--- config.mk ---
export PLATFORM = sky130hd
export DESIGN_NAME = floor_request_dispatcher_flat
export DESIGN_NICKNAME = d
export VERILOG_FILES = /design/src/rtl/floor_request_dispatcher_if.sv /design/src/rtl/floor_request_dispatcher.sv /design/src/flat_wrapper.sv
export SDC_FILE = /design/constraint.sdc
export NUM_CORES = 1
export LEC_CHECK = 0
export ABC_AREA = 0
export BUFFER_PORTS_ARGS = -buffer_cell sky130_fd_sc_hd__buf_2
export CAP_MARGIN = 30
export CELL_PAD_IN_SITES_DETAIL_PLACEMENT = 2
export CELL_PAD_IN_SITES_GLOBAL_PLACEMENT = 2
export CORE_UTILIZATION = 28
export DETAILED_ROUTE_END_ITERATION = 8
export PLACE_DENSITY = 0.78
export SLEW_MARGIN = 20
export SYNTH_ARGS = -nofsm -noshare
export SYNTH_HDL_FRONTEND = slang
export SYNTH_SLANG_ARGS = --single-unit
--- constraint.sdc ---
create_clock -name clk -period 2.79 [get_ports clk]
set_input_delay 0.558 -clock clk [delete_from_list [all_inputs] [get_ports clk]]
set_output_delay 0.558 -clock clk [all_outputs]
set_load 0.03 [all_outputs]
--- src/rtl/floor_request_dispatcher_if.sv ---
// floor_request_dispatcher_if
//   Bundles the call-panel / elevator-controller signals seen by the
//   floor request dispatcher.
//   Ports (FLOORS-wide vectors, bit i = floor i):
//     call_buttons   panel -> dispatcher, call presses (level or pulse)
//     current_floor  controller -> dispatcher, one-hot car position
//     complete       controller -> dispatcher, arrival indication
//     request_floor  dispatcher -> controller, one-hot target (registered)
//     request_valid  dispatcher -> controller, request outstanding
//     pending        dispatcher -> lamps, outstanding calls
//     sweep_up       current sweep direction, 1 = up
//     door_open      high while the door dwells after a serve
//     fault          watchdog fault flag
//   Modports: slave = dispatcher side, master = environment side.
interface floor_request_dispatcher_if #(
  parameter int FLOORS = 8
);
  logic [FLOORS-1:0] call_buttons;
  logic [FLOORS-1:0] current_floor;
  logic              complete;
  logic [FLOORS-1:0] request_floor;
  logic              request_valid;
  logic [FLOORS-1:0] pending;
  logic              sweep_up;
  logic              door_open;
  logic              fault;

  modport slave (
    input  call_buttons, current_floor, complete,
    output request_floor, request_valid, pending, sweep_up, door_open, fault
  );

  modport master (
    output call_buttons, current_floor, complete,
    input  request_floor, request_valid, pending, sweep_up, door_open, fault
  );
endinterface

--- src/rtl/floor_request_dispatcher.sv ---
// floor_request_dispatcher
//   Latches per-floor call presses, chooses the next target floor with a
//   SCAN (sweep) policy, holds the one-hot request until the controller
//   reports completion at that floor, then dwells with the door open.
//   Ports:
//     clk    system clock, rising edge
//     reset  synchronous, active-high
//     bus    floor_request_dispatcher_if.slave (see interface header)
//   Parameters: FLOORS (must match the interface), DWELL_CYCLES,
//   TIMEOUT_CYCLES.
//   Optional feature: define DISPATCH_TIMEOUT_EN to enable the SERVE-state
//   watchdog and the FAULT state; otherwise fault is tied low and SERVE
//   waits indefinitely.
module floor_request_dispatcher #(
  parameter int FLOORS         = 8,
  parameter int DWELL_CYCLES   = 4,
  parameter int TIMEOUT_CYCLES = 64
) (
  input logic                      clk,
  input logic                      reset,
  floor_request_dispatcher_if.slave bus
);

  // One counter serves both the dwell interval and the watchdog.
  localparam int CNT_MAX = (DWELL_CYCLES > TIMEOUT_CYCLES) ? DWELL_CYCLES : TIMEOUT_CYCLES;
  localparam int CNT_W   = $clog2(CNT_MAX + 1);

  typedef enum logic [1:0] {
    ST_IDLE  = 2'd0,
    ST_SERVE = 2'd1,
`ifdef DISPATCH_TIMEOUT_EN
    ST_DWELL = 2'd2,
    ST_FAULT = 2'd3
`else
    ST_DWELL = 2'd2
`endif
  } state_t;

  state_t            state_reg, state_next;
  logic [FLOORS-1:0] request_floor_reg, request_floor_next;
  logic [FLOORS-1:0] pending_reg, pending_next;
  logic              sweep_up_reg, sweep_up_next;
  logic [CNT_W-1:0]  cnt_reg, cnt_next;

  logic [FLOORS-1:0] above_mask;   // floors strictly above the car
  logic [FLOORS-1:0] below_mask;   // floors strictly below the car
  logic [FLOORS-1:0] pend_above, pend_below;
  logic [FLOORS-1:0] lowest_above, highest_below;
  logic [FLOORS-1:0] clear_mask, press_mask;
  logic              floor_ok, at_floor, arrived;

  function automatic logic [FLOORS-1:0] msb_onehot(input logic [FLOORS-1:0] v);
    logic [FLOORS-1:0] r;
    r = '0;
    for (int i = 0; i < FLOORS; i++) begin
      if (v[i]) begin
        r    = '0;
        r[i] = 1'b1;
      end
    end
    return r;
  endfunction

  generate
    for (genvar gi = 0; gi < FLOORS; gi++) begin : g_masks
      localparam logic [FLOORS-1:0] LOWER = FLOORS'((64'd1 << gi) - 64'd1);
      localparam logic [FLOORS-1:0] SELF  = FLOORS'(64'd1 << gi);
      assign above_mask[gi] = |(bus.current_floor & LOWER);
      assign below_mask[gi] = |(bus.current_floor & ~LOWER & ~SELF);
    end
  endgenerate

  // Position is usable only when exactly one bit is set.
  assign floor_ok      = (bus.current_floor != '0) &&
                         ((bus.current_floor & (bus.current_floor - FLOORS'(1))) == '0);
  assign pend_above    = pending_reg & above_mask;
  assign pend_below    = pending_reg & below_mask;
  assign lowest_above  = pend_above & (~pend_above + FLOORS'(1));
  assign highest_below = msb_onehot(pend_below);
  assign at_floor      = |(pending_reg & bus.current_floor);
  assign arrived       = bus.complete && (bus.current_floor == request_floor_reg);

  // A press of the floor already being served (or just served) is dropped
  // so the lamp does not relight for a call that is being answered.
  assign press_mask   = bus.call_buttons &
                        ~(((state_reg == ST_SERVE) || (state_reg == ST_DWELL)) ? request_floor_reg : '0);
  assign pending_next = (pending_reg | press_mask) & ~clear_mask;

  // State register
  always_ff @(posedge clk) begin
    if (reset) begin
      state_reg         <= ST_IDLE;
      request_floor_reg <= '0;
      pending_reg       <= '0;
      sweep_up_reg      <= 1'b1;
      cnt_reg           <= '0;
    end else begin
      state_reg         <= state_next;
      request_floor_reg <= request_floor_next;
      pending_reg       <= pending_next;
      sweep_up_reg      <= sweep_up_next;
      cnt_reg           <= cnt_next;
    end
  end

  // Next-state logic
  always_comb begin
    state_next         = state_reg;
    request_floor_next = request_floor_reg;
    sweep_up_next      = sweep_up_reg;
    clear_mask         = '0;
    cnt_next           = cnt_reg;
    case (state_reg)
      ST_IDLE: begin
        cnt_next = '0;
        if (floor_ok && (pending_reg != '0)) begin
          if (at_floor) begin
            // Call at the car's floor is answered by opening the door only.
            clear_mask = bus.current_floor;
            state_next = ST_DWELL;
          end else begin
            if (sweep_up_reg) begin
              if (pend_above != '0) begin
                request_floor_next = lowest_above;
              end else begin
                request_floor_next = highest_below;
                sweep_up_next      = 1'b0;
              end
            end else begin
              if (pend_below != '0) begin
                request_floor_next = highest_below;
              end else begin
                request_floor_next = lowest_above;
                sweep_up_next      = 1'b1;
              end
            end
            state_next = ST_SERVE;
          end
        end
      end
      ST_SERVE: begin
        if (arrived) begin
          clear_mask = request_floor_reg;
          state_next = ST_DWELL;
          cnt_next   = '0;
        end else begin
`ifdef DISPATCH_TIMEOUT_EN
          if (cnt_reg == CNT_W'(TIMEOUT_CYCLES - 1)) begin
            state_next = ST_FAULT;
          end else begin
            cnt_next = cnt_reg + CNT_W'(1);
          end
`endif
        end
      end
      ST_DWELL: begin
        if (cnt_reg == CNT_W'(DWELL_CYCLES - 1)) begin
          state_next = ST_IDLE;
          cnt_next   = '0;
        end else begin
          cnt_next = cnt_reg + CNT_W'(1);
        end
      end
`ifdef DISPATCH_TIMEOUT_EN
      ST_FAULT: begin
        // Sticky until reset; pending keeps latching presses.
        state_next = ST_FAULT;
      end
`endif
      default: begin
        state_next = ST_IDLE;
      end
    endcase
  end

  // Output logic
  always_comb begin
    bus.request_floor = request_floor_reg;
    bus.pending       = pending_reg;
    bus.sweep_up      = sweep_up_reg;
    bus.request_valid = (state_reg == ST_SERVE);
    bus.door_open     = (state_reg == ST_DWELL);
`ifdef DISPATCH_TIMEOUT_EN
    bus.fault         = (state_reg == ST_FAULT);
`else
    bus.fault         = 1'b0;
`endif
  end

endmodule

--- src/flat_wrapper.sv ---
// flat-port wrapper written by rule: the top's interface ports become plain ports
module floor_request_dispatcher_flat 
#(
  parameter int FLOORS         = 8,
  parameter int DWELL_CYCLES   = 4,
  parameter int TIMEOUT_CYCLES = 64
)
  (clk, reset, bus_call_buttons, bus_current_floor, bus_complete, bus_request_floor, bus_request_valid, bus_pending, bus_sweep_up, bus_door_open, bus_fault);
  floor_request_dispatcher_if #(.FLOORS(FLOORS)) bus_i ();
  input logic clk;
  input logic reset;
  input wire logic [$bits(bus_i.call_buttons)-1:0] bus_call_buttons;
  input wire logic [$bits(bus_i.current_floor)-1:0] bus_current_floor;
  input wire logic [$bits(bus_i.complete)-1:0] bus_complete;
  output wire logic [$bits(bus_i.request_floor)-1:0] bus_request_floor;
  output wire logic [$bits(bus_i.request_valid)-1:0] bus_request_valid;
  output wire logic [$bits(bus_i.pending)-1:0] bus_pending;
  output wire logic [$bits(bus_i.sweep_up)-1:0] bus_sweep_up;
  output wire logic [$bits(bus_i.door_open)-1:0] bus_door_open;
  output wire logic [$bits(bus_i.fault)-1:0] bus_fault;
  assign bus_i.call_buttons = bus_call_buttons;
  assign bus_i.current_floor = bus_current_floor;
  assign bus_i.complete = bus_complete;
  assign bus_request_floor = bus_i.request_floor;
  assign bus_request_valid = bus_i.request_valid;
  assign bus_pending = bus_i.pending;
  assign bus_sweep_up = bus_i.sweep_up;
  assign bus_door_open = bus_i.door_open;
  assign bus_fault = bus_i.fault;
  floor_request_dispatcher #(.FLOORS(FLOORS), .DWELL_CYCLES(DWELL_CYCLES), .TIMEOUT_CYCLES(TIMEOUT_CYCLES)) u_core (.clk(clk), .reset(reset), .bus(bus_i));
endmodule
==> out/qor.csv, run 1 <==
stage;metric;value;unit
run_status;status;finished, violations left;
run_status;failing checks;DRC;
cts;clk root buf;clkbuf_8;
routing;vias;2127;
floorplanning;row count;29;
logic_synthesis;combinational family with the most area after synthesis;compound AO/OA/AOI/OAI gates;
cts;Clock transition at path regs;90;ps
floorplanning;core area;0.00649;sq mm
worst_setup_path;worst path required time;2960;ps
place;Placed Cells;364;
power_and_ir_drop;Sw Pwr;0.336;mW
sta;Worst-Margin Slew;612;ps
power_and_ir_drop;total chip power;0.926;mW
layout;Post-Layout Inst Area;0.00228;sq mm
logic_synthesis;top post-synthesis cells by area;dfxtp_1 (27%), o21ai_0 (5.7%), nor2_1 (4.1%), a221oi_1 (3.6%), xnor2_1 (3.6%);
routing;Routed WL per cell;19.7;um
layout;Filler cells;794;
logic_synthesis;Synth Area in Compound Gates;0.332;
power_and_ir_drop;Pint;0.590;mW
cts;Sink Count;26;
routing;Antenna Violating Nets Remaining;0;
logic_synthesis;area share of the largest cell type after synthesis;0.270;
layout;antenna cells;0;
worst_setup_path;type of origin of the critical path;input pin;
grt;largest net degree at the start of global routing;33;
worst_setup_path;crit-path cells;buf_2, or4_4, or3_1, a22o_1, o21ai_1, a21oi_1, o41ai_1;
sta;final setup margin;245;ps
place;Post-Place Cell Area;0.00224;sq mm
layout;Final Non-Filler Cells;368;
power_and_ir_drop;Comb pwr share;0.322;
logic_synthesis;simple-gate share of the synthesized area;0.250;
power_and_ir_drop;Reg power frac;0.447;
logic_synthesis;Gate Count Post-Synth;254;
worst_setup_path;max incr delay on CP;570;ps
hold_path;worst hold path class;flop to flop;
logic_synthesis;dominant synthesized flop cell;dfxtp_1;
layout;P&R area growth vs syn;18.4;%
cts;worst-skew pair later-pin latency;260;ps
sta;crit path time final;2550;ps
sta;RSZ-0062 raised after global routing;no;
sta;Final setup violation count;0;
logic_synthesis;warnings from Yosys;0;
power_and_ir_drop;PD cells;405;mW/mm^2
logic_synthesis;post-synthesis net count;278;
place;routability cong.;0.850;
place;DP Worst Slack;-65.3;ps
routing;1st-iter DRT viols;79;
logic_synthesis;Post-Syn Area per Cell;7.59;sq um
sta;final hold slack;479;ps
floorplanning;Die X-Extent;85.0;um
sta;Rel. slew slack;0.589;
place;Post-DP HPWL;5700;um
logic_synthesis;number of flops mapped to enable cells by yosys;0;
logic_synthesis;largest area contributor in the netlist;dfxtp_1;
layout;layout cells sized above 1;0.220;
cts;clk buf depth;2;
worst_setup_path;CP delay by family, top;compound AO/OA/AOI/OAI gates;
logic_synthesis;Adder-Cell Fraction of Synth Area;0.0376;
worst_setup_path;crit end category;flop;
logic_synthesis;distinct cell type count after synthesis;52;
sta;Clock Skews;1.53;ps
grt;grt ovf;0;
run;Max Cap Violations;0;
logic_synthesis;post-synthesis async set-or-reset flop share;0;
routing;Post-route DRC;3;
worst_setup_path;CP max FO;6;
cts;setup bufs post-CTS;0;
cts;hold-fix buffers at CTS;0;
logic_synthesis;top-count cell post-synth;dfxtp_1;
grt;total track usage;0.206;
grt;antenna violations before repair;0;
cts;CTS tree;done;
sta;Fmax achieved;0.393;GHz
logic_synthesis;post-synthesis mux area share;0;
worst_setup_path;WP buf/inv;1;
logic_synthesis;synth cell count leaders;dfxtp_1 (26), o21ai_0 (22), nor2_1 (21), nand2_1 (15), a21oi_1 (13);
worst_setup_path;FF-to-FF path depth;6;
layout;final net count;317;
power_and_ir_drop;switching share of power;0.363;
worst_setup_path;Critical Path Slowest Stage Cell;or4_4;
logic_synthesis;xor/xnor share of the synthesized area;0.0363;
worst_setup_path;crit path DAT;2720;ps
logic_synthesis;cell area after synthesis;0.00193;sq mm
floorplanning;die area;0.00722;sq mm
power_and_ir_drop;peak supply drop;93.1;uV
grt;first-pass GRT wire length;11700;um
floorplanning;initial core utilization;0.297;
place;IO buf count;37;
grt;vias in the first global route;2258;
cts;Resized Gates After CTS;0;
sta;final slew viol count;0;
routing;drt pass-1 iters;7;
floorplanning;Die Y;85.0;um
cts;Num CTS Buffers;3;
routing;WL final;7250;um
cts;H-tree depth;1;
layout;Final Util;0.352;
logic_synthesis;#FFs+latches synth;26;
power_and_ir_drop;proportion of power drawn by the clock network;0.231;
power_and_ir_drop;LEAKAGE;0.884;nW
logic_synthesis;Seq/Total Area, Yosys;0.270;
sta;Final period util;0.912;
floorplanning;I/O pins;39;
hold_path;Hold Crit Depth;1;
worst_setup_path;CP Depth;7;
routing;drt via density;5.78;
sta;Final Hold Fails;0;
worst_setup_path;kind of critical path;input pin to flop;
sta;setup TNS;0;ps
cell type report:
type | instances | area [sq um] | area share
Timing Repair Buffer | 54 | 310 | 0.136
Sequential cell | 26 | 520 | 0.228
Inverter | 11 | 41.3 | 0.0181
Clock buffer | 3 | 41.3 | 0.0181
Tap cell | 77 | 96.3 | 0.0422
Multi-Input combinational cell | 197 | 1270 | 0.558
power groups by stage:
stage	Combinational (mW)	Sequential [mW]	Clock, mW
CTS	0.299	0.414	0.223
detailed placement	0.297	0.422	0
finish	0.298	0.414	0.213
global placement	0.286	0.422	0
global route	0.327	0.416	0.235
floorplan	0.188	0.424	0
path summary, 6_finish.rpt:
check / startpoint / end / slack (ps)
worst max register to register: u_core.bus.pending[4]$_SDFF_PP0_ / u_core.bus.request_floor[7]$_SDFFE_PP0P_ / 470
worst min register to register: u_core.cnt_reg[6]$_SDFFE_PP0P_ / u_core.cnt_reg[6]$_SDFFE_PP0P_ / 480
worst max-delay path: bus_current_floor[0] / u_core.bus.request_floor[5]$_SDFFE_PP0P_ / 240
worst min-delay path: u_core.cnt_reg[6]$_SDFFE_PP0P_ / u_core.cnt_reg[6]$_SDFFE_PP0P_ / 480
cells by family after synthesis:
| logic type | Yosys count |
|---|---|
| AOI/OAI and AO/OA | 91 |
| xor gates and xnor gates | 8 |
| adders and majority gates | 6 |
| buffers and inverters | 31 |
| DFF | 26 |
| other | 1 |
| and+or+nand+nor | 91 |
placed cells by master (no fill, tap or decap), types with 4 or more instances in the layout:
cell type  netlist  routed
buf_2            2      37
dfxtp_1         26      26
o21ai_0         22      22
nor2_1          21      21
buf_4            1      16
nand2_1         15      15
a21oi_1         13      13
inv_1           11      11
nand3_1         10      10
nor3_1           9       9
xnor2_1          8       8
o21bai_1         8       8
a221oi_1         8       8
or3_1            6       6
o31ai_1          6       6
nand2b_1         5       5
nor2b_1          5       5
a211oi_1         5       5
ha_1             5       5
or4_1            4       4
a22oi_1          4       4
routing by layer:
metal | vias up | wire length [um] | global-route usage
li1 | 1025 | - | -
met1 | 1056 | 3200 | 0.254
met2 | 37 | 3780 | 0.380
met4 | 0 | 103 | 0.0678
met5 | - | 0 | 0
met3 | 9 | 167 | 0.0136
(Power assumes the default switching activity.)
==> run 2: changes to the inputs <==
CORE_UTILIZATION = 31   (was 28)
HOLD_SLACK_MARGIN = 0.05   (was default)
PLACE_DENSITY = 0.81   (was 0.78)
clock period = 2.7 ns   (was 2.79 ns; I/O delays follow)
==> out/qor.csv, run 2 (synthesized netlist as in run 1, its figures left out) <==
stage;metric;value;unit;change
sta;Worst-Margin Slew;640;ps;was 612 ps
layout;final net count;324;;was 317
grt;antenna violations before repair;0;;unchanged
worst_setup_path;crit end category;flop;;unchanged
worst_setup_path;WP buf/inv;1;;unchanged
routing;Routed WL per cell;20.5;um;was 19.7 um
power_and_ir_drop;PD cells;455;mW/mm^2;was 405 mW/mm^2
layout;antenna cells;0;;unchanged
sta;Final setup violation count;0;;unchanged
cts;H-tree depth;1;;unchanged
sta;Fmax achieved;0.391;GHz;
sta;Clock Skews;4.65;ps;was 1.53 ps
worst_setup_path;worst path required time;2860;ps;was 2960 ps
routing;vias;2205;;was 2127
cts;clk buf depth;2;;unchanged
sta;final setup margin;144;ps;was 245 ps
layout;commonest non-fill, non-tap cell in the layout;buf_2;;unchanged
place;DP Worst Slack;-206;ps;was -65.3 ps
routing;Antenna Violating Nets Remaining;0;;unchanged
floorplanning;Die Y;80.9;um;was 85.0 um
place;routability cong.;0.850;;about the same
grt;vias in the first global route;2381;;was 2258
place;Post-Place Cell Area;0.00230;sq mm;was 0.00224 sq mm
sta;RSZ-0062 raised after global routing;no;;unchanged
cts;Sink Count;26;;unchanged
power_and_ir_drop;peak supply drop;208;uV;was 93.1 uV
layout;P&R area growth vs syn;23.2;%;was 18.4%
place;Post-DP HPWL;5810;um;was 5700 um
cts;hold-fix buffers at CTS;0;;unchanged
worst_setup_path;max incr delay on CP;580;ps;was 570 ps
cts;setup bufs post-CTS;0;;unchanged
sta;Final Hold Fails;0;;unchanged
routing;1st-iter DRT viols;112;;was 79
floorplanning;I/O pins;39;;unchanged
power_and_ir_drop;total chip power;1.08;mW;was 0.926 mW
layout;layout cells sized above 1;0.247;;was 0.220
routing;Post-route DRC;0;;was 3
cts;worst-skew pair later-pin latency;270;ps;was 260 ps
worst_setup_path;CP delay by family, top;compound AO/OA/AOI/OAI gates;;unchanged
sta;final slew viol count;0;;unchanged
sta;final hold slack;477;ps;was 479 ps
cts;CTS tree;done;;unchanged
grt;total track usage;0.247;;was 0.206
cts;Clock transition at path regs;100;ps;was 90 ps
worst_setup_path;crit path DAT;2720;ps;about the same
grt;first-pass GRT wire length;12400;um;was 11700 um
run;Max Cap Violations;0;;unchanged
sta;Final period util;0.947;;
cts;clk root buf;clkbuf_8;;unchanged
worst_setup_path;CP max FO;6;;unchanged
hold_path;worst hold path class;flop to flop;;unchanged
floorplanning;row count;28;;was 29
floorplanning;core area;0.00596;sq mm;was 0.00649 sq mm
worst_setup_path;type of origin of the critical path;input pin;;unchanged
routing;drt pass-1 iters;4;;was 7
worst_setup_path;kind of critical path;input pin to flop;;unchanged
sta;crit path time final;2560;ps;
floorplanning;initial core utilization;0.324;;was 0.297
worst_setup_path;crit-path cells;buf_2, or4_4, or4_1, a22o_1, o21ai_1, a21oi_1, o41ai_1;;was buf_2, or4_4, or3_1, a22o_1, o21ai_1, a21oi_1, o41ai_1
routing;WL final;7660;um;was 7250 um
power_and_ir_drop;LEAKAGE;0.930;nW;was 0.884 nW
grt;grt ovf;0;;unchanged
sta;Rel. slew slack;0.571;;was 0.589
routing;drt via density;5.90;;was 5.78
floorplanning;Die X-Extent;80.9;um;was 85.0 um
cts;Resized Gates After CTS;0;;unchanged
run_status;status;finished clean;;was finished, violations left
place;IO buf count;37;;unchanged
layout;Final Util;0.399;;was 0.352
layout;most frequent cells in the layout;buf_2 (37), dfxtp_1 (26), buf_4 (24);;was buf_2 (37), dfxtp_1 (26), o21ai_0 (22)
cts;Num CTS Buffers;3;;unchanged
grt;largest net degree at the start of global routing;33;;unchanged
floorplanning;die area;0.00654;sq mm;was 0.00722 sq mm
layout;Post-Layout Inst Area;0.00237;sq mm;was 0.00228 sq mm
worst_setup_path;Critical Path Slowest Stage Cell;or4_4;;unchanged
[run 2: cell count changes in the layout (fill, tap and decap cells not counted)]
cell / before / now
a21oi_1: 13 / 12
nor3_1: 9 / 8
bufinv_16: 0 / 1
buf_4: 16 / 24
a21oi_2: 0 / 1
nor3_2: 0 / 1
clkbuf_2: 1 / 0
[run 2: area by class of cell]
cell class	count	area, sq um
fillers	718	3580
multi-input cells	197	1280
flip-flops and latches	26	520
repair buffers	61	365
well taps	75	93.8
clock buffers	3	41.3
inverters	11	41.3
clock inverters	1	30.0
[run 2: per-stage QoR]
stage / TNS (ps) / instances
after global routing: 0 / 374
final: 0 / 374
after global placement: -326 / 370
after CTS: 0 / 374
after detailed placement: -1390 / 370
after floorplan: -71.6 / 254
[run 2: path summary, 6_finish.rpt]
path | startpoint | endpoint | slack (ps) | cells after the start
worst max-delay path | bus_current_floor[0] | u_core.bus.request_floor[5]$_SDFFE_PP0P_ | 140 | 7
worst min-delay path | u_core.cnt_reg[6]$_SDFFE_PP0P_ | u_core.cnt_reg[6]$_SDFFE_PP0P_ | 480 | 1
worst max register to register | u_core.bus.pending[1]$_SDFF_PP0_ | u_core.bus.request_floor[5]$_SDFFE_PP0P_ | 340 | 6
worst min register to register | u_core.cnt_reg[6]$_SDFFE_PP0P_ | u_core.cnt_reg[6]$_SDFFE_PP0P_ | 480 | 1
[run 2: routing by layer]
metal | track usage | routed length (um) | up-vias
li1 | - | - | 1045
met1 | 0.291 | 3400 | 1118
met2 | 0.473 | 4030 | 33
met3 | 0.0146 | 130 | 9
met4 | 0.0750 | 96 | 0
met5 | 0 | 0 | -
[run 2: power breakdown]
group / switching (mW) / internal (mW) / total (mW)
Clock: 0.133 / 0.199 / 0.332
Combinational: 0.210 / 0.119 / 0.329
Sequential: 0.0204 / 0.399 / 0.419
==> run 3: changes to the inputs <==
clock period = 2.45 ns   (was 2.7 ns; I/O delays follow)
==> out/qor.csv, run 3 (synthesized netlist as in run 1, its figures left out) <==
stage;metric;value;unit;change
run_status;status;finished clean;;unchanged
layout;final net count;341;;was 324
layout;P&R area growth vs syn;31.7;%;was 23.2%
worst_setup_path;crit path DAT;2630;ps;was 2720 ps
sta;Final period util;0.988;;
floorplanning;Die Y;80.9;um;unchanged
routing;drt pass-1 iters;4;;unchanged
floorplanning;Die X-Extent;80.9;um;unchanged
floorplanning;initial core utilization;0.324;;unchanged
layout;antenna cells;0;;unchanged
worst_setup_path;worst path required time;2660;ps;was 2860 ps
run;Max Cap Violations;0;;unchanged
sta;final slew viol count;0;;unchanged
floorplanning;row count;28;;unchanged
sta;Worst-Margin Slew;736;ps;was 640 ps
layout;Post-Layout Inst Area;0.00254;sq mm;was 0.00237 sq mm
routing;Post-route DRC;0;;unchanged
hold_path;worst hold path class;flop to flop;;unchanged
place;routability cong.;0.920;;was 0.850
routing;WL final;8210;um;was 7660 um
layout;layout cells sized above 1;0.304;;was 0.247
grt;total track usage;0.259;;was 0.247
power_and_ir_drop;peak supply drop;231;uV;was 208 uV
layout;most frequent cells in the layout;buf_4 (41), buf_2 (37), dfxtp_1 (26);;was buf_2 (37), dfxtp_1 (26), buf_4 (24)
grt;antenna violations before repair;0;;unchanged
worst_setup_path;CP max FO;6;;unchanged
cts;Clock transition at path regs;100;ps;about the same
sta;crit path time final;2420;ps;
sta;setup TNS;0;ps;unchanged
grt;first-pass GRT wire length;12700;um;was 12400 um
sta;Fmax achieved;0.413;GHz;
place;Post-DP HPWL;6510;um;was 5810 um
place;IO buf count;37;;unchanged
layout;commonest non-fill, non-tap cell in the layout;buf_4;;was buf_2
worst_setup_path;crit-path cells;buf_2, or4_4, or3_1, buf_4, nand2_1, nand3_1, or4b_1, a21oi_1;;was buf_2, or4_4, or4_1, a22o_1, o21ai_1, a21oi_1, o41ai_1
grt;vias in the first global route;2403;;was 2381
worst_setup_path;max incr delay on CP;590;ps;was 580 ps
floorplanning;die area;0.00654;sq mm;unchanged
place;Post-Place Cell Area;0.00243;sq mm;was 0.00230 sq mm
routing;Routed WL per cell;21.0;um;was 20.5 um
sta;Final Hold Fails;0;;unchanged
grt;grt ovf;0;;unchanged
floorplanning;I/O pins;39;;unchanged
cts;worst-skew pair later-pin latency;280;ps;was 270 ps
cts;CTS tree;done;;unchanged
place;DP Worst Slack;-322;ps;was -206 ps
cts;clk root buf;clkbuf_8;;unchanged
cts;Num CTS Buffers;3;;unchanged
cts;clk buf depth;2;;unchanged
sta;Final setup violation count;0;;unchanged
routing;Antenna Violating Nets Remaining;0;;unchanged
worst_setup_path;Critical Path Slowest Stage Cell;or4_4;;unchanged
routing;1st-iter DRT viols;97;;was 112
sta;final hold slack;483;ps;was 477 ps
power_and_ir_drop;PD cells;487;mW/mm^2;was 455 mW/mm^2
sta;Rel. slew slack;0.506;;was 0.571
layout;Final Util;0.426;;was 0.399
power_and_ir_drop;LEAKAGE;1.02;nW;was 0.930 nW
routing;drt via density;5.85;;was 5.90
floorplanning;core area;0.00596;sq mm;unchanged
grt;largest net degree at the start of global routing;33;;unchanged
worst_setup_path;Worst R2R Setup Slack;150;ps;was 340 ps
worst_setup_path;crit end category;flop;;unchanged
sta;Clock Skews;6.51;ps;was 4.65 ps
cts;H-tree depth;1;;unchanged
routing;vias;2287;;was 2205
worst_setup_path;type of origin of the critical path;input pin;;unchanged
cts;Sink Count;26;;unchanged
sta;final setup margin;30.3;ps;was 144 ps
worst_setup_path;kind of critical path;input pin to flop;;unchanged
[run 3: where the power goes]
group	internal [mW]	switching, mW	leakage, nW
logic	0.155	0.252	0.772
registers	0.439	0.0205	0.212
clock network	0.219	0.151	0.0357
[run 3: worst max-delay path, delay by kind of cell]
family	cells	cell delay, ps
compound gates	1	170
buf+inv	2	290
simple gates	5	1670
[run 3: path summary, 6_finish.rpt]
| path | from | endpoint | cells after the start |
|---|---|---|---|
| setup / recovery | bus_current_floor[2] | u_core.bus.request_floor[7]$_SDFFE_PP0P_ | 8 |
| hold / removal | u_core.cnt_reg[6]$_SDFFE_PP0P_ | u_core.cnt_reg[6]$_SDFFE_PP0P_ | 1 |
| setup reg to reg | u_core.bus.pending[3]$_SDFF_PP0_ | u_core.bus.request_floor[7]$_SDFFE_PP0P_ | 6 |
| hold reg to reg | u_core.cnt_reg[6]$_SDFFE_PP0P_ | u_core.cnt_reg[6]$_SDFFE_PP0P_ | 1 |
[run 3: final cells by class]
cell class | instances | area, sq um
inverters | 11 | 41.3
clock buffers | 3 | 41.3
fillers | 712 | 3420
well taps | 75 | 93.8
repair buffers | 78 | 493
flip-flops and latches | 26 | 520
clock inverters | 1 | 30.0
multi-input cells | 197 | 1320
[run 3: metal layers]
metal	GRT usage	part of all wire	routed length, um	up-vias
li1	-	-	-	1068
met1	0.324	0.46	3740	1163
met2	0.475	0.51	4180	43
met3	0.0270	0.020	162	13
met4	0.0554	0.016	131	0
met5	0	0	0	-
[run 3: timing repair]
item,4_1_cts,5_1_grt
pin swaps,1,4
hold buffers,0,0
buffers inserted,0,0
endpoints found under the setup margin,2,3
gates resized for setup,0,5
[run 3: stage by stage]
stage | instances | total power, mW
2_1_floorplan | 254 | 0.701
3_3_place_gp | 386 | 0.841
3_5_place_dp | 387 | 0.864
4_1_cts | 391 | 1.23
5_1_grt | 391 | 1.30
6_report | 391 | 1.24
